$ cat src/rtl/serial_frame_receiver.sv
`default_nettype none
// ============================================================================
// Module   : serial_frame_receiver
// Purpose  : Synchronises a shift/latch/data serial link and publishes frames.
// Revision : 1.0
// ============================================================================
module serial_frame_receiver #(
  parameter int WIDTH       = 40,
  parameter int SYNC_STAGES = 2
) (
  input  logic             sys_clk,
  input  logic             rst,
  input  logic             shift_pulse,
  input  logic             latch_clk,
  input  logic             sdata,
  output logic [WIDTH-1:0] data_out,
  output logic             data_valid,
  output logic             frame_err,
  output logic             locked,
  output logic [15:0]      frame_cnt
);

  localparam int             CW         = $clog2(WIDTH + 2);
  localparam logic [CW-1:0]  c_FULL_CNT = CW'(WIDTH);
  localparam logic [CW-1:0]  c_SAT_CNT  = CW'(WIDTH + 1);
  localparam logic [CW-1:0]  c_ONE      = CW'(1);

  typedef enum logic [0:0] {
    HUNT = 1'b0,
    RECV = 1'b1
  } state_t;

  state_t                 r_state;
  state_t                 w_state_nxt;
  logic [SYNC_STAGES-1:0] r_shift_sync;
  logic [SYNC_STAGES-1:0] r_latch_sync;
  logic [SYNC_STAGES-1:0] r_data_sync;
  logic                   r_shift_prev;
  logic                   r_latch_prev;
  logic                   r_data_prev;
  logic                   r_shift_det;
  logic                   r_latch_det;
  logic [WIDTH-1:0]       r_shreg;
  logic [CW-1:0]          r_bit_cnt;
  logic [WIDTH-1:0]       r_data_out;
  logic                   r_data_valid;
  logic                   r_frame_err;
  logic [15:0]            r_frame_cnt;

  logic [WIDTH-1:0]       w_shreg_nxt;
  logic [CW-1:0]          w_cnt_shifted;
  logic [CW-1:0]          w_bit_cnt_nxt;
  logic                   w_accept;
  logic                   w_reject;
  logic                   w_shift_edge;
  logic                   w_latch_edge;

  assign w_shift_edge = r_shift_sync[SYNC_STAGES-1] & ~r_shift_prev;
  assign w_latch_edge = r_latch_sync[SYNC_STAGES-1] & ~r_latch_prev;

  always_ff @(posedge sys_clk or posedge rst) begin
    if (rst) begin
      r_state <= HUNT;
    end else begin
      r_state <= w_state_nxt;
    end
  end

  // Shift is applied before the latch decision when both land in one cycle.
  always_comb begin
    w_state_nxt   = r_state;
    w_accept      = 1'b0;
    w_reject      = 1'b0;
    w_shreg_nxt   = r_shreg;
    w_cnt_shifted = r_bit_cnt;
    if (r_shift_det) begin
      w_shreg_nxt = {r_data_prev, r_shreg[WIDTH-1:1]};
      if (r_bit_cnt != c_SAT_CNT) begin
        w_cnt_shifted = r_bit_cnt + c_ONE;
      end
    end
    w_bit_cnt_nxt = w_cnt_shifted;
    if (r_latch_det) begin
      w_bit_cnt_nxt = '0;
      w_state_nxt   = RECV;
      if (r_state == RECV) begin
        if (w_cnt_shifted == c_FULL_CNT) begin
          w_accept = 1'b1;
        end else begin
          w_reject = 1'b1;
        end
      end
    end
  end

  // Edge pulses are registered once; r_data_prev keeps sdata aligned with them.
  always_ff @(posedge sys_clk or posedge rst) begin
    if (rst) begin
      r_shift_sync <= '0;
      r_latch_sync <= '0;
      r_data_sync  <= '0;
      r_shift_prev <= 1'b0;
      r_latch_prev <= 1'b0;
      r_data_prev  <= 1'b0;
      r_shift_det  <= 1'b0;
      r_latch_det  <= 1'b0;
      r_shreg      <= '0;
      r_bit_cnt    <= '0;
      r_data_out   <= '0;
      r_data_valid <= 1'b0;
      r_frame_err  <= 1'b0;
      r_frame_cnt  <= '0;
    end else begin
      r_shift_sync <= {r_shift_sync[SYNC_STAGES-2:0], shift_pulse};
      r_latch_sync <= {r_latch_sync[SYNC_STAGES-2:0], latch_clk};
      r_data_sync  <= {r_data_sync[SYNC_STAGES-2:0], sdata};
      r_shift_prev <= r_shift_sync[SYNC_STAGES-1];
      r_latch_prev <= r_latch_sync[SYNC_STAGES-1];
      r_data_prev  <= r_data_sync[SYNC_STAGES-1];
      r_shift_det  <= w_shift_edge;
      r_latch_det  <= w_latch_edge;
      r_shreg      <= w_shreg_nxt;
      r_bit_cnt    <= w_bit_cnt_nxt;
      r_data_valid <= w_accept;
      r_frame_err  <= w_reject;
      if (w_accept) begin
        r_data_out  <= w_shreg_nxt;
        r_frame_cnt <= r_frame_cnt + 16'd1;
      end
    end
  end

  assign data_out   = r_data_out;
  assign data_valid = r_data_valid;
  assign frame_err  = r_frame_err;
  assign frame_cnt  = r_frame_cnt;
  assign locked     = (r_state == RECV);

endmodule
`default_nettype wire

$ cat config.mk
export PLATFORM = sky130hd
export DESIGN_NAME = serial_frame_receiver
export DESIGN_NICKNAME = d
export VERILOG_FILES = /design/src/rtl/serial_frame_receiver.sv
export SDC_FILE = /design/constraint.sdc
export NUM_CORES = 1
export LEC_CHECK = 0
export ABC_CLOCK_PERIOD_IN_PS = 5190
export CORE_MARGIN = 8
export CORE_UTILIZATION = 50
export DETAILED_ROUTE_END_ITERATION = 12
export MAX_ROUTING_LAYER = met4
export PLACE_DENSITY = 0.73
export SLEW_MARGIN = 20
export SYNTH_ARGS = -nofsm -noshare
export SYNTH_HDL_FRONTEND = slang
export SYNTH_SLANG_ARGS = --single-unit
$ cat constraint.sdc
create_clock -name sys_clk -period 5.19 [get_ports sys_clk]
set_input_delay 1.038 -clock sys_clk [delete_from_list [all_inputs] [get_ports sys_clk]]
set_output_delay 1.038 -clock sys_clk [all_outputs]
set_load 0.005 [all_outputs]
==> flow_summary_export.csv <==
group,metric,value,unit
final_layout,layout-drive-gt1-share,0.310,
synth,yosys.area.top_type,"dfrtp_1",
setup_path,end_kind,"flip-flop",
power_and_ir_drop,p_int,1.80,mW
route,num_vias,2611,
timing,tns,0,ns
placed_design,placedCellCount,474,
route,wl_per_cell,16.6,um
cts,clock_sinks,116,
die,dieArea,12800,um2
power_and_ir_drop,p_sw_frac,0.210,
cts,numCtsBuffers,17,
synth,synth_edf_count,0,
die,die_w,113,um
timing,fmax,312,MHz
timing,finalSetupViolations,0,
final_layout,area_growth,28.1,%
timing,fin_crit,3.20,ns
placed_design,place_ws,2.00,ns
global_route,track_usage,0.143,
timing,slew_headroom,0.275,
die,initial_core_util,0.511,
status,outcome,"finished clean",
final_layout,n_antenna_cell,0,
power_and_ir_drop,power_density,380,nW/um2
synth,netlist_area,4700,um2
cts,ctsHoldBuffers,0,
placed_design,portBuffers,63,
min_path,hold_path_class,"flip-flop to flip-flop",
setup_path,crit_type,"flip-flop to flip-flop",
cts,clkTransAtPathRegs,0.05,ns
route,first_pass_iters,4,
timing,min_period_over_period,0.617,
synth,async_flop_share,1.00,
final_layout,fin_cells,505,
route,route.detailed.drc,0,
final_layout,fin_util,0.655,
synth,synth_cell_types,34,
route,viasPerCell,5.17,
cts,cts.path.max_buffers,2,
power_and_ir_drop,pwr-share-comb,0.056,
global_route,grt_remaining_overflow,0,
synth,synth.avg_cell_area,15.1,um2
die,core_area,9200,um2
die,die_h,113,um
job,maxCapViolCount,0,
power_and_ir_drop,p_sw,0.481,mW
timing,worstMarginPinSlew,1.09,ns
final_layout,fin_nets,390,
synth,synth_warnings,0,
global_route,antenna_found_initial,0,
timing,maxSlewViolCount,0,
global_route,grt_pass1_wl,14100,um
synth,yosysMostFrequentCell,"dfrtp_1",
synth,synth_nets,319,
timing,finalHoldViolCount,0,
global_route,groute.layer.met3.usage,0.0538,
cts,cts_tree,"done",
power_and_ir_drop,clkPwrFrac,0.506,
synth,ys_seq_area_frac,0.618,
route,first_iter_violations,110,
timing,fin_skew,0.0136,ns
route,final_antenna_net_count,0,
power_and_ir_drop,irDropWorstVdd,0.313,mV
synth,synth_common_cells,"116 x dfrtp_1, 43 x mux2_2, 38 x mux2_4, 15 x nand2_1, 15 x xor2_1",
cts,cts_setup_buffers,0,
global_route,grt_max_degree,90,
die,io_pins,64,
power_and_ir_drop,power,2.29,mW
global_route,grt.busiest_layer,"met2",
placed_design,dp_hpwl,5280,um
global_route,grt_pass1_vias,2789,
setup_path,critPathMaxFanout,51,
cts,cts_root_buffer,"clkbuf_8",
synth,synthFlopType,"dfrtp_1",
cts,cts_max_level,4,
power_and_ir_drop,leakage,2.80,nW
cts,clk_latency,0.50,ns
cts,cts_resized,0,
placed_design,gp_congestion,0.824,
global_route,gr-usage-met2,0.214,
synth,synth_area_leaders,"dfrtp_1 62%, mux2_4 12%, mux2_2 10%, xor2_1 2.8%, nand2_1 1.2%",
global_route,grt_util_met1,0.176,
power_and_ir_drop,p_seq_frac,0.438,
synth,synth_seq_cells,116,
setup_path,start_kind,"flip-flop",
setup_path,arrival,3.58,ns
timing,layout_setup_ws,1.99,ns
setup_path,cp.required,5.57,ns
synth,yosysTopAreaCellShare,0.618,
die,rows,35,
synth,netlist_instances,311,
route,wl,8380,um
timing,grt_setup_unrepaired,"false",
## power groups by stage
| stage | registers (mW) | clock network [mW] | logic (mW) |
|---|---|---|---|
| 2_1_floorplan | 1.00 | 0 | 0.104 |
| 3_3_place_gp | 1.01 | 0 | 0.123 |
| 3_5_place_dp | 1.02 | 0 | 0.127 |
| 4_1_cts | 1.00 | 1.18 | 0.129 |
| 5_1_grt | 1.01 | 1.22 | 0.142 |
| 6_report | 1.00 | 1.16 | 0.128 |
## worst max-delay path, cell delays in order (launching register included)
cell     delay [ns]
dfrtp_2        0.34
buf_4          0.48
and4_1         0.34
nor3_1         0.08
o32ai_2        0.93
nor3_4         0.08
buf_4          0.38
mux2_4         0.40
## routing by layer
layer  vias to the layer above  part of all wire
met5                         -                 0
met4                         0            0.0073
met3                         6             0.047
met2                        59              0.47
met1                      1310              0.47
li1                       1236                 -
## cell families after synthesis
logic type               after synthesis  synth area share
AND/OR/NAND/NOR                       65            0.0756
XOR/XNOR                              18            0.0335
AO/OA/AOI/OAI                          9            0.0181
flip-flops                           116             0.618
multiplexers                          81             0.224
buffers and inverters                 19            0.0226
adder cells (fa/ha/maj)                3           0.00799
## flip-flops by register name (all words and copies together) (netlist names)
| name | flops |
|---|---|
| data_out | 40 |
| data_valid | 1 |
| frame_cnt | 16 |
| frame_err | 1 |
| locked | 1 |
| r_bit_cnt | 6 |
| r_data_prev | 1 |
| r_data_sync | 2 |
| r_latch_det | 1 |
| r_latch_prev | 1 |
| r_latch_sync | 2 |
| r_shift_det | 1 |
| r_shift_prev | 1 |
| r_shift_sync | 2 |
| r_shreg | 40 |
## per-stage QoR
stage | cell area (um2) | hold WS (ns)
floorplan | 4700 | 0.331
global placement | 5410 | 0.335
detailed placement | 5410 | 0.337
CTS | 6010 | 0.359
global route | 6020 | 0.371
finish | 6020 | 0.354
## worst paths after layout
check / startpoint / to / slack [ns] / cells after the start
worst max-delay path: r_shift_det / data_out[6] / 1.99 / 7
worst min-delay path: r_data_sync[1] / r_data_prev / 0.35 / 0
worst max register to register: r_shift_det / data_out[6] / 1.99 / 7
worst min register to register: r_data_sync[1] / r_data_prev / 0.35 / 0
max in group asynchronous: rst / r_shift_det / 3.24 / 3
min in group asynchronous: rst / data_out[1] / 1.06 / 2
## cell usage in the layout (no fill, tap or decap), types with 2 or more instances in the layout
cell type / synthesis / layout
clkbuf_8: 0 / 5
clkinv_2: 0 / 4
nor2_1: 11 / 11
inv_1: 5 / 4
dfrtp_1: 116 / 115
clkbuf_16: 0 / 16
ha_1: 3 / 3
nor3_1: 10 / 10
xor2_1: 15 / 15
buf_4: 0 / 3
bufinv_16: 0 / 3
a311oi_1: 2 / 2
nand4_1: 7 / 7
mux2_4: 38 / 38
mux2_2: 43 / 43
a211oi_1: 2 / 2
nor4_1: 7 / 7
nand3_1: 3 / 3
nor2b_1: 3 / 3
xnor2_1: 3 / 3
nand2_1: 15 / 15
clkdlybuf4s50_1: 0 / 63
## final cells by class
type	instances	area, um2
clock buffer	22	473
clock inverter	9	126
fill	659	3180
inverter	5	23.8
multi-input combinational	176	1700
sequential	116	2900
tap	111	139
timing repair buffer	66	653
Note: power is estimated with default switching activity, not from simulation.
